===== src/rtl/seq_power_seq.sv =====
// Sequencer clock/oscillator/strobe control: T-state phase, MREQ/RD/WR, HALT/STOP wake.
// Optional bounded stalls under `SEQ_WAIT_TIMEOUT_EN (otherwise MEM_WAIT stalls indefinitely).
module seq_power_seq #(
    parameter int TSTATES         = 4,
    parameter int NUM_WAKE        = 5,
    parameter int OSC_WAIT_CYCLES = 16,
    parameter int WAIT_MAX        = 8,
    localparam int WID_W          = (NUM_WAKE > 1) ? $clog2(NUM_WAKE) : 1
) (
    input  logic                CLK,
    input  logic                RESET,
    input  logic                HALT_REQ,
    input  logic                STOP_REQ,
    input  logic                MEM_ACCESS,
    input  logic                MEM_WRITE,
    input  logic                MEM_WAIT,
    input  logic [NUM_WAKE-1:0] WAKE,
    input  logic [NUM_WAKE-1:0] WAKE_MASK,
    input  logic                OSC_STABLE,
    output logic                CLK_ENA,
    output logic                OSC_ENA,
    output logic                MREQ,
    output logic                RD,
    output logic                WR,
    output logic [TSTATES-1:0]  TSTATE,
    output logic                M_LAST,
    output logic [WID_W-1:0]    WAKE_ID,
    output logic [2:0]          STATE,
    output logic                WAIT_TIMEOUT
);

    localparam logic [2:0] S_RUN      = 3'd0;
    localparam logic [2:0] S_HALT     = 3'd1;
    localparam logic [2:0] S_STOP     = 3'd2;
    localparam logic [2:0] S_OSC_WAIT = 3'd3;

    localparam int T_W  = $clog2(TSTATES - 1) + 1;
    localparam int OC_W = $clog2(OSC_WAIT_CYCLES - 1) + 1;

    localparam logic [T_W-1:0]  T_LAST   = T_W'(TSTATES - 1);
    localparam logic [T_W-1:0]  T_STALL  = T_W'(TSTATES - 2);
    localparam logic [OC_W-1:0] OSC_LAST = OC_W'(OSC_WAIT_CYCLES - 1);

    function automatic logic [WID_W-1:0] lowest_idx(input logic [NUM_WAKE-1:0] v);
        lowest_idx = '0;
        for (int i = NUM_WAKE - 1; i >= 0; i--) begin
            if (v[i]) lowest_idx = WID_W'(i);
        end
    endfunction

    logic [2:0]       state, state_n;
    logic [T_W-1:0]   t, t_n;
    logic [OC_W-1:0]  osc_cnt, osc_cnt_n;
    logic             acc, acc_n;
    logic             wr_q, wr_n;
    logic [WID_W-1:0] wake_id, wake_id_n;
    logic             wake;
    logic             wait_hit;
    logic             stall;
    logic             run_n;
    logic             mreq_n, rd_n, wrs_n;

    // Wait is only meaningful at the stall point of an active access.
    assign wait_hit = (state == S_RUN) && (t == T_STALL) && acc && MEM_WAIT;

`ifdef SEQ_WAIT_TIMEOUT_EN
    localparam int WT_W = $clog2(WAIT_MAX) + 1;
    localparam logic [WT_W-1:0] WT_MAX = WT_W'(WAIT_MAX);

    logic [WT_W-1:0] stall_cnt;
    logic            timed_out;
    logic            timeout_q;

    assign timed_out = (stall_cnt == WT_MAX);
    assign stall     = wait_hit && !timed_out;

    always_ff @(posedge CLK) begin
        if (RESET) begin
            stall_cnt <= '0;
            timeout_q <= 1'b0;
        end else begin
            if (state == S_RUN && t == '0)
                stall_cnt <= '0;
            else if (stall)
                stall_cnt <= stall_cnt + WT_W'(1);
            if (wait_hit && timed_out)
                timeout_q <= 1'b1;
        end
    end

    assign WAIT_TIMEOUT = timeout_q;
`else
    localparam int unused_wait_max = WAIT_MAX;

    assign stall        = wait_hit;
    assign WAIT_TIMEOUT = 1'b0;
`endif

    assign wake = |(WAKE & WAKE_MASK);

    always_comb begin
        state_n   = state;
        t_n       = t;
        acc_n     = acc;
        wr_n      = wr_q;
        osc_cnt_n = osc_cnt;
        wake_id_n = wake_id;
        case (state)
            S_RUN: begin
                if (t == '0) begin
                    acc_n = MEM_ACCESS;
                    wr_n  = MEM_WRITE;
                end
                if (!stall) begin
                    if (t == T_LAST) begin
                        t_n = '0;
                        if (STOP_REQ)      state_n = S_STOP;
                        else if (HALT_REQ) state_n = S_HALT;
                    end else begin
                        t_n = t + T_W'(1);
                    end
                end
            end
            S_HALT: begin
                if (wake) begin
                    state_n   = S_RUN;
                    wake_id_n = lowest_idx(WAKE & WAKE_MASK);
                end
            end
            S_STOP: begin
                if (wake) begin
                    state_n   = S_OSC_WAIT;
                    osc_cnt_n = '0;
                    wake_id_n = lowest_idx(WAKE & WAKE_MASK);
                end
            end
            S_OSC_WAIT: begin
                if (!OSC_STABLE)
                    osc_cnt_n = '0;
                else if (osc_cnt == OSC_LAST)
                    state_n = S_RUN;
                else
                    osc_cnt_n = osc_cnt + OC_W'(1);
            end
            default: state_n = S_RUN;
        endcase
    end

    // Strobes are registered from next-state values so they line up with TSTATE.
    assign run_n  = (state_n == S_RUN);
    assign mreq_n = run_n && acc_n && (t_n != '0);
    assign rd_n   = mreq_n && !wr_n;
    assign wrs_n  = run_n && acc_n && wr_n && (t_n >= T_W'(2));

    always_ff @(posedge CLK) begin
        if (RESET) begin
            state   <= S_RUN;
            t       <= '0;
            osc_cnt <= '0;
            acc     <= 1'b0;
            wr_q    <= 1'b0;
            wake_id <= '0;
            CLK_ENA <= 1'b1;
            OSC_ENA <= 1'b1;
            MREQ    <= 1'b0;
            RD      <= 1'b0;
            WR      <= 1'b0;
        end else begin
            state   <= state_n;
            t       <= t_n;
            osc_cnt <= osc_cnt_n;
            acc     <= acc_n;
            wr_q    <= wr_n;
            wake_id <= wake_id_n;
            CLK_ENA <= run_n;
            OSC_ENA <= (state_n != S_STOP);
            MREQ    <= mreq_n;
            RD      <= rd_n;
            WR      <= wrs_n;
        end
    end

    assign TSTATE  = TSTATES'(1) << t;
    assign M_LAST  = (t == T_LAST);
    assign WAKE_ID = wake_id;
    assign STATE   = state;

endmodule


===== config.mk =====
export PLATFORM = sky130hd
export DESIGN_NAME = seq_power_seq
export DESIGN_NICKNAME = d
export VERILOG_FILES = /design/src/rtl/seq_power_seq.sv
export SDC_FILE = /design/constraint.sdc
export NUM_CORES = 1
export LEC_CHECK = 0
export CAP_MARGIN = 20
export CORE_UTILIZATION = 40
export DETAILED_ROUTE_END_ITERATION = 16
export GPL_TIMING_DRIVEN = 0
export PLACE_DENSITY = 0.79
export SLEW_MARGIN = 30
export SYNTH_ARGS = -nofsm -noshare
export SYNTH_HDL_FRONTEND = slang
export SYNTH_SLANG_ARGS = --single-unit

===== constraint.sdc =====
create_clock -name CLK -period 2.7 [get_ports CLK]
set_clock_uncertainty 0.05 [all_clocks]
set_input_delay 0.675 -clock CLK [delete_from_list [all_inputs] [get_ports CLK]]
set_output_delay 0.675 -clock CLK [all_outputs]
set_load 0.005 [all_outputs]

==> impl_metrics.tcl, run 1 <==
set metrics [dict create \
    status "finished clean" \
    mostFrequentLayoutCells "clkdlybuf4s50_1, dfxtp_1, a21oi_1" \
    antenna_found_initial 0 \
    relSlewSlack_pct 50.3 \
    yosys_warnings 0 \
    gp_congestion 0.757 \
    critPathArrivalTime_ns 1.86 \
    regArea_um2 420 \
    required_ns 1.98 \
    rsz0062_at_grt "no" \
    timing.fmax_ghz 0.387 \
    cts_tree "yes" \
    fp.dieH_um 55.7 \
    grt_usage_pct 18.8 \
    port_buffers 33 \
    drv_cap 0 \
    cts_htree_levels 1 \
    ys.flop_type "dfxtp_1" \
    synth.avg_cell_area_um2 8.73 \
    viasPerCell 5.67 \
    layout_commonest_cell "clkdlybuf4s50_1" \
    die_w_um 55.7 \
    fin_hold_ws_ns 0.448 \
    hold_violations 0 \
    initial_core_util_pct 42.2 \
    p_total_w 0.000607 \
    cts_root_buffer "clkbuf_4" \
    crit_type "flop to output pin" \
    clock_sinks 21 \
    ys_seq_area_share_pct 36.5 \
    antenna_left 0 \
    leakagePower_nw 0.588 \
    cts_buffers 3 \
    grt_pass1_vias 1099 \
    min_period_over_period_pct 95.6 \
    drive_above_1_share_pct 9.41 \
    diodes 0 \
    core_area_um2 2730 \
    powerDensity_nw_per_um2 389 \
    syn_area_um2 1150 \
    ys_ff_latch 21 \
    worstHoldPathType "flop to flop" \
    tns_ns 0 \
    wl_per_cell_um 13.7 \
    slew_viol_final 0 \
    multi_input_area_um2 697 \
    clkTransAtPathRegs_ns 0.12 \
    dp_slack_ns 0.0701 \
    fill_cells 250 \
    num_vias 1140 \
    syn_to_final_growth_pct 35.4 \
    drtPass1Iterations 4 \
    grt_pass1_wl_um 4580 \
    synthCells 132 \
    async_flop_share_pct 0 \
    drc 0 \
    dieArea_um2 3100 \
    cts_setup_buffers 0 \
    ir_drop_mv 0.261 \
    synth_edf_count 0 \
    grt_max_degree 13 \
    r2r_setup_slack_ns 0.62 \
    overflow 0 \
    clkLatencyLatePin_ns 0.30 \
    clockBufferDepth 2 \
    worst_pin_slew_ns 0.746 \
    critical_path.max_fanout 6 \
    fin_ws_ns 0.118 \
    post-dp-hpwl_um 2090 \
    io_pins 35 \
    min_period_ns 2.58 \
    rows 19 \
    worstSetupStartpointType "flop" \
    drt_iter0_markers 26 \
    finalSetupViolations 0 \
    totalWireLength_um 2760 \
    final_nets 195 \
    endpoint_kind "output pin" \
    yosysUniqueCellTypes 45 \
]
==> Yosys cell counts (2+ instances only) <==
cell type	instances	area [µm²]
nand2b_1	5	31.3
nor2b_1	8	50.1
a22oi_1	2	15.0
o21ai_0	5	25.0
dfxtp_1	21	420
inv_1	4	15.0
a21oi_1	11	55.1
a31oi_1	2	12.5
buf_4	3	22.5
and3_1	3	18.8
nand2_1	10	37.5
nand3_1	4	20.0
nand3b_1	3	22.5
nand4_1	5	31.3
ha_1	6	75.1
nor3_1	3	15.0
nand4b_1	2	17.5
nor2_1	8	30.0
==> final timing paths <==
check | startpoint | endpoint | cells after the start
setup / recovery | t[0]$_SDFF_PP0_ | TSTATE[3] | 4
hold / removal | osc_cnt[4]$_SDFFE_PP0P_ | osc_cnt[4]$_SDFFE_PP0P_ | 2
setup reg to reg | osc_cnt[0]$_SDFFE_PP0P_ | osc_cnt[4]$_SDFFE_PP0P_ | 6
hold reg to reg | osc_cnt[4]$_SDFFE_PP0P_ | osc_cnt[4]$_SDFFE_PP0P_ | 2
==> through the flow <==
| step | instances | utilization (%) | area [µm²] |
|---|---|---|---|
| 2_1_floorplan | 133 | - | 1160 |
| 3_3_place_gp | 197 | 55.8 | 1530 |
| 4_1_cts | 201 | 56.9 | 1560 |
| 6_report | 201 | 57.1 | 1560 |
| 5_1_grt | 201 | 57.1 | 1560 |
| 3_5_place_dp | 197 | 55.8 | 1530 |
==> logic make-up after synthesis <==
kind of cell	share of synthesized area, %
simple gates	27.4
compound gates	23.7
flops	36.5
buf+inv	4.02
fa+ha+maj	6.51
other cells	0.325
xor+xnor	0.760
mux	0.869
==> per-layer routing <==
metal	vias to the layer above	wire (µm)	share of wire, %	global-route usage, %
li1	568	-	-	-
met1	527	1260	46	20.8
met2	41	1310	48	33.9
met3	4	136	4.9	2.79
met4	0	49	1.8	11.1
met5	-	0	0	0
==> registers in the layout, indices dropped and copies added, names as in the netlist, 3 cells and up <==
signal / cells
WAKE_ID: 3
osc_cnt: 5
STATE: 3
t: 3
==> critical path, cell delays in order (launching register included) <==
cell,delay [ns]
dfxtp_1,0.45
ha_1,0.25
nor2b_4,0.24
buf_4,0.13
clkdlybuf4s50_1,0.48
==> power by group <==
group	switching (W)	leakage [nW]	internal (W)
logic	0.0000563	0.400	0.0000705
clock network	0.0000975	0.0177	0.0000552
registers	0.00000872	0.171	0.000319
==> layout make-up <==
| type | instances | area share, % |
|---|---|---|
| multi-input cells | 103 | 44.7 |
| flip-flops and latches | 21 | 26.9 |
| repair buffers | 33 | 21.2 |
| well taps | 31 | 2.49 |
| plain buffers | 5 | 2.00 |
| clock buffers | 3 | 1.44 |
| inverters | 4 | 0.962 |
| clock inverters | 1 | 0.321 |
==> timing repair <==
item,4_1_cts,5_1_grt
endpoints found under the setup margin,2,2
hold buffers,0,0
gates resized for setup,1,1
Note: power is estimated with default switching activity, not from simulation.
==> run 2: changes to the inputs <==
--- a/config.mk
+++ b/config.mk
@@ -7,10 +7,12 @@
 export LEC_CHECK = 0
 export CAP_MARGIN = 20
 export CORE_UTILIZATION = 40
+export CTS_CLUSTER_DIAMETER = 200
 export DETAILED_ROUTE_END_ITERATION = 16
 export GPL_TIMING_DRIVEN = 0
 export PLACE_DENSITY = 0.79
-export SLEW_MARGIN = 30
+export RECOVER_POWER = 50
+export SLEW_MARGIN = 25
 export SYNTH_ARGS = -nofsm -noshare
 export SYNTH_HDL_FRONTEND = slang
 export SYNTH_SLANG_ARGS = --single-unit
==> run 2 against run 1 <==
Against the previous run:
- design area fell by 0.56%
- sequential power barely moved
- highest routed layer unchanged
- non-clock buffer count did not move
- final cell count did not move
- die area did not move
- global-route usage did not move
==> impl_metrics.tcl, run 2 (synthesized netlist as in run 1, its figures left out) <==
set metrics [dict create \
    worstHoldPathType "flop to flop" \
    diodes 0 \
    cts_htree_levels 1 \
    leakagePower_nw 0.608 \
    syn_to_final_growth_pct 34.6 \
    cts_setup_buffers 0 \
    hold_end "osc_cnt[4]$_SDFFE_PP0P_" \
    finalNonFillerCells 201 \
    layout_commonest_cell "dfxtp_1" \
    required_ns 1.98 \
    slew_viol_final 0 \
    grt-busiest-layer "met2" \
    cts_buffers 3 \
    gp_congestion 0.757 \
    critical_path.max_fanout 6 \
    numPlacedInstances 197 \
    regArea_um2 420 \
    initial_core_util_pct 42.2 \
    mostFrequentLayoutCells "dfxtp_1, clkdlybuf4s50_1, dlygate4sd3_1" \
    hold_violations 0 \
    overflow 0 \
    tns_ns 0 \
    r2r_setup_slack_ns 0.58 \
    crit_type "flop to output pin" \
    die_w_um 55.7 \
    min_from "osc_cnt[4]$_SDFFE_PP0P_" \
    ctsHoldBuffers 0 \
    whs_path_depth 2 \
    rsz0062_at_grt "no" \
    antenna_found_initial 0 \
    drv_cap 0 \
    totalWireLength_um 2750 \
    final_nets 195 \
    min_period_ns 2.59 \
    grt_use_met1_pct 20.8 \
    grt_max_degree 13 \
    io_pins 35 \
    critPathArrivalTime_ns 1.86 \
    grt_pass1_vias 1099 \
    timing.fmax_ghz 0.387 \
    grt_use_met2_pct 33.9 \
    drt_iter0_markers 35 \
    port_buffers 33 \
    r2r-end "osc_cnt[4]$_SDFFE_PP0P_" \
    gr-usage-met3_pct 2.79 \
    fin_ws_ns 0.114 \
    largest_register_ffs 5 \
    ir_drop_mv 0.259 \
    core_area_um2 2730 \
    grt_usage_pct 18.8 \
    dp_slack_ns 0.0701 \
    num_vias 1155 \
    fp.dieH_um 55.7 \
    cts_tree "yes" \
    multi_input_area_um2 688 \
    grt_pass1_wl_um 4580 \
    viasPerCell 5.75 \
    antenna_left 0 \
    endpoint_kind "output pin" \
    top_register "osc_cnt" \
    relSlewSlack_pct 51.6 \
    clkTransAtPathRegs_ns 0.12 \
    worstSetupStartpointType "flop" \
    drtPass1Iterations 7 \
    rows 19 \
    wl_per_cell_um 13.7 \
    reg2reg_depth 6 \
    clockBufferDepth 2 \
    powerDensity_nw_per_um2 389 \
    drive_above_1_share_pct 8.82 \
    post-dp-hpwl_um 2090 \
    clock_sinks 21 \
    clkLatencyLatePin_ns 0.30 \
    status "finished clean" \
    drc 0 \
    cts_root_buffer "clkbuf_4" \
    worst_pin_slew_ns 0.726 \
    rr_startpoint "osc_cnt[0]$_SDFFE_PP0P_" \
    fill_cells 253 \
    finalSetupViolations 0 \
    min_period_over_period_pct 95.8 \
    dieArea_um2 3100 \
]
-- run 2: critical path, stage by stage, from the launching register on --
cell             delay (ns)
dfxtp_1                0.45
ha_1                   0.25
nor2b_4                0.24
buf_4                  0.13
clkdlybuf4s50_1        0.48
-- run 2: final cells by class --
type                    count  share of cell area (%)
clock buffers               3                    1.45
well taps                  31                    2.50
multi-input cells         103                    44.4
plain buffers               5                    2.02
clock inverters             1                   0.323
flip-flops and latches     21                    27.1
inverters                   4                   0.968
repair buffers             33                    21.3
-- run 2: how the worst max path moves through the flow --
stage,slack [ns],to,start
after global routing,0.01,TSTATE[3],t[0]$_SDFF_PP0_
final,0.11,TSTATE[3],t[0]$_SDFF_PP0_
after global placement,0.11,osc_cnt[3]$_SDFFE_PP0P_,WAKE[0]
after detailed placement,0.07,osc_cnt[3]$_SDFFE_PP0P_,WAKE[0]
after floorplan,0.79,osc_cnt[3]$_SDFFE_PP0P_,WAKE[0]
after CTS,0.04,TSTATE[3],t[0]$_SDFF_PP0_
-- run 2: power by group --
| part | switching (W) | internal, W |
|---|---|---|
| Combinational | 0.0000561 | 0.0000684 |
| Sequential | 0.00000857 | 0.000319 |
| Clock | 0.0000969 | 0.0000552 |
-- run 2: timing repair --
action                     in CTS  in global routing
setup endpoints to repair       2                  2
gates resized for setup         1                  1
pin swaps                       0                  0
-- run 2: layer usage --
metal	routed length [µm]	vias up
met5	0	-
met4	49	0
met3	166	4
met2	1330	52
met1	1210	530
li1	-	569
-- run 2: per-stage QoR --
stage	cell area [µm²]	utilization, %	hold slack [ns]	power [W]
5_1_grt	1550	56.8	0.468	0.000634
4_1_cts	1560	56.9	0.446	0.000611
3_3_place_gp	1530	55.8	0.411	0.000456
6_report	1550	56.8	0.447	0.000604
3_5_place_dp	1530	55.8	0.428	0.000460
2_1_floorplan	1160	-	0.400	0.000396
==> run 3: changes to the inputs <==
--- a/config.mk
+++ b/config.mk
@@ -6,6 +6,7 @@
 export NUM_CORES = 1
 export LEC_CHECK = 0
 export CAP_MARGIN = 20
+export CORE_MARGIN = 8
 export CORE_UTILIZATION = 40
 export CTS_CLUSTER_DIAMETER = 200
 export DETAILED_ROUTE_END_ITERATION = 16
==> constraint.sdc (replaced) <==
create_clock -name CLK -period 2.4 [get_ports CLK]
set_clock_uncertainty 0.05 [all_clocks]
set_input_delay 0.6 -clock CLK [delete_from_list [all_inputs] [get_ports CLK]]
set_output_delay 0.6 -clock CLK [all_outputs]
set_load 0.005 [all_outputs]
==> run 3 against run 2 <==
Against the previous run:
- first-iteration DRC count up 46%
- clock-buffer cell count unchanged
- sequential share of layout area down 0.30 points
- largest cell class unchanged
- largest power group unchanged
==> impl_metrics.tcl, run 3 (synthesized netlist as in run 1, its figures left out) <==
set metrics [dict create \
    viasPerCell 5.72 \
    clkTransAtPathRegs_ns 0.12 \
    grt_usage_pct 11.8 \
    top_register "osc_cnt" \
    core_area_um2 2760 \
    cts_htree_levels 1 \
    tns_ns 0 \
    worstSetupStartpointType "flop" \
    finalSetupViolations 0 \
    ctsHoldBuffers 0 \
    ir_drop_mv 0.330 \
    grt_max_degree 13 \
    drive_above_1_share_pct 11.7 \
    antenna_left 0 \
    path_cells "inv_1 -> ha_1 -> nor2b_4 -> clkdlybuf4s50_1" \
    internal_power_w 0.000503 \
    initial_core_util_pct 41.8 \
    fin_hold_ws_ns 0.431 \
    grt_pass1_wl_um 5020 \
    clkLatencyLatePin_ns 0.30 \
    critPathArrivalTime_ns 1.69 \
    final_core_util_pct 57.6 \
    mostFrequentLayoutCells "clkdlybuf4s50_1, dfxtp_1, a21oi_1, dlygate4sd3_1, nand2_1" \
    largest_register_ffs 5 \
    dieArea_um2 4850 \
    wl_per_cell_um 14.8 \
    required_ns 1.75 \
    num_vias 1155 \
    crit_buf_inv 2 \
    drt_iter0_markers 51 \
    rows 19 \
    worst_pin_slew_ns 0.734 \
    slowest_delay_ns 0.53 \
    drtPass1Iterations 5 \
    combinationalPowerShare_pct 21.5 \
    cts_root_buffer "clkbuf_4" \
    fp.dieH_um 69.7 \
    leakagePower_nw 0.622 \
    layout_commonest_cell "clkdlybuf4s50_1" \
    status "finished clean" \
    diodes 0 \
    drv_cap 0 \
    antenna_found_initial 0 \
    min_period_over_period_pct 97.7 \
    die_w_um 69.7 \
    slew_viol_final 0 \
    clock_sinks 21 \
    critical_path.max_fanout 6 \
    cpLargestDelayFamily "buffers and inverters" \
    crit_type "flop to output pin" \
    powerDensity_nw_per_um2 436 \
    port_buffers 33 \
    post-dp-hpwl_um 2270 \
    clockBufferDepth 2 \
    relSlewSlack_pct 51.1 \
    hold_violations 0 \
    critPathSlowestCell "clkdlybuf4s50_1" \
    r2r_setup_slack_ns 0.24 \
    worstHoldPathType "flop to flop" \
    seqPwrFrac_pct 53.4 \
    grt_pass1_vias 1097 \
    min_period_ns 2.34 \
    syn_to_final_growth_pct 37.8 \
    cts_buffers 3 \
    io_pins 35 \
    drc 0 \
    timing.fmax_ghz 0.427 \
    p_sw_share_pct 27.5 \
    totalWireLength_um 2980 \
    cts_tree "yes" \
    gp_congestion 0.814 \
    power.switching_w 0.000190 \
    endpoint_kind "output pin" \
    final_nets 196 \
    clkPwrFrac_pct 25.2 \
    overflow 0 \
]
==> run 3: changes by cell type in the layout (fill, tap and decap cells not counted), sizes merged <==
cell and delta:
clkdlybuf4s50 +2, dlygate4sd3 -2, buf +1
==> run 3: worst paths after layout <==
check / end / depth (start not counted) / startpoint
hold reg to reg: osc_cnt[4]$_SDFFE_PP0P_ / 2 / osc_cnt[4]$_SDFFE_PP0P_
hold / removal: osc_cnt[4]$_SDFFE_PP0P_ / 2 / osc_cnt[4]$_SDFFE_PP0P_
setup reg to reg: MREQ$_SDFF_PP0_ / 6 / STATE[0]$_SDFF_PP0_
setup / recovery: TSTATE[0] / 4 / t[0]$_SDFF_PP0_
==> run 3: power groups by stage <==
| stage | Clock [W] | Sequential, W | Combinational (W) |
|---|---|---|---|
| 6_report | 0.000174 | 0.000370 | 0.000149 |
| 5_1_grt | 0.000191 | 0.000372 | 0.000162 |
| 4_1_cts | 0.000178 | 0.000369 | 0.000145 |
| 3_5_place_dp | 0 | 0.000376 | 0.000143 |
| 3_3_place_gp | 0 | 0.000375 | 0.000139 |
| 2_1_floorplan | 0 | 0.000374 | 0.0000715 |
==> run 3: tightest hold or removal path, stage by stage (launching register included) <==
cell and delay, ns:
dfxtp_1 0.33, o21ai_0 0.07, a21oi_1 0.06
==> run 3: final cells by class <==
type / count / area, µm²
inverters: 4 / 15.0
repair buffers: 34 / 338
well taps: 31 / 38.8
clock buffers: 3 / 22.5
flip-flops and latches: 21 / 425
plain buffers: 5 / 31.3
clock inverters: 1 / 5.00
fillers: 253 / 1170
multi-input cells: 103 / 712
==> run 3: what timing repair did <==
item                                    4_1_cts  5_1_grt
endpoints found under the setup margin        3        1
resized for setup                             7        2
setup buffers                                 0        1
==> run 3: layer usage <==
layer | vias up | routed length (µm) | part of all wire, % | track usage, %
li1 | 566 | - | - | -
met1 | 542 | 1250 | 42 | 13.2
met2 | 45 | 1440 | 48 | 20.0
met3 | 2 | 285 | 9.6 | 5.44
met4 | 0 | 15 | 0.50 | 2.68
met5 | - | 0 | 0 | 0
==> run 3: stage by stage <==
stage / area, µm² / total power, W / setup WS, ns / instances
floorplan: 1160 / 0.000446 / 0.489 / 133
global placement: 1530 / 0.000514 / -0.0758 / 197
detailed placement: 1530 / 0.000519 / -0.108 / 197
CTS: 1570 / 0.000691 / 0.0143 / 201
global route: 1590 / 0.000725 / -0.00342 / 202
finish: 1590 / 0.000693 / 0.0560 / 202
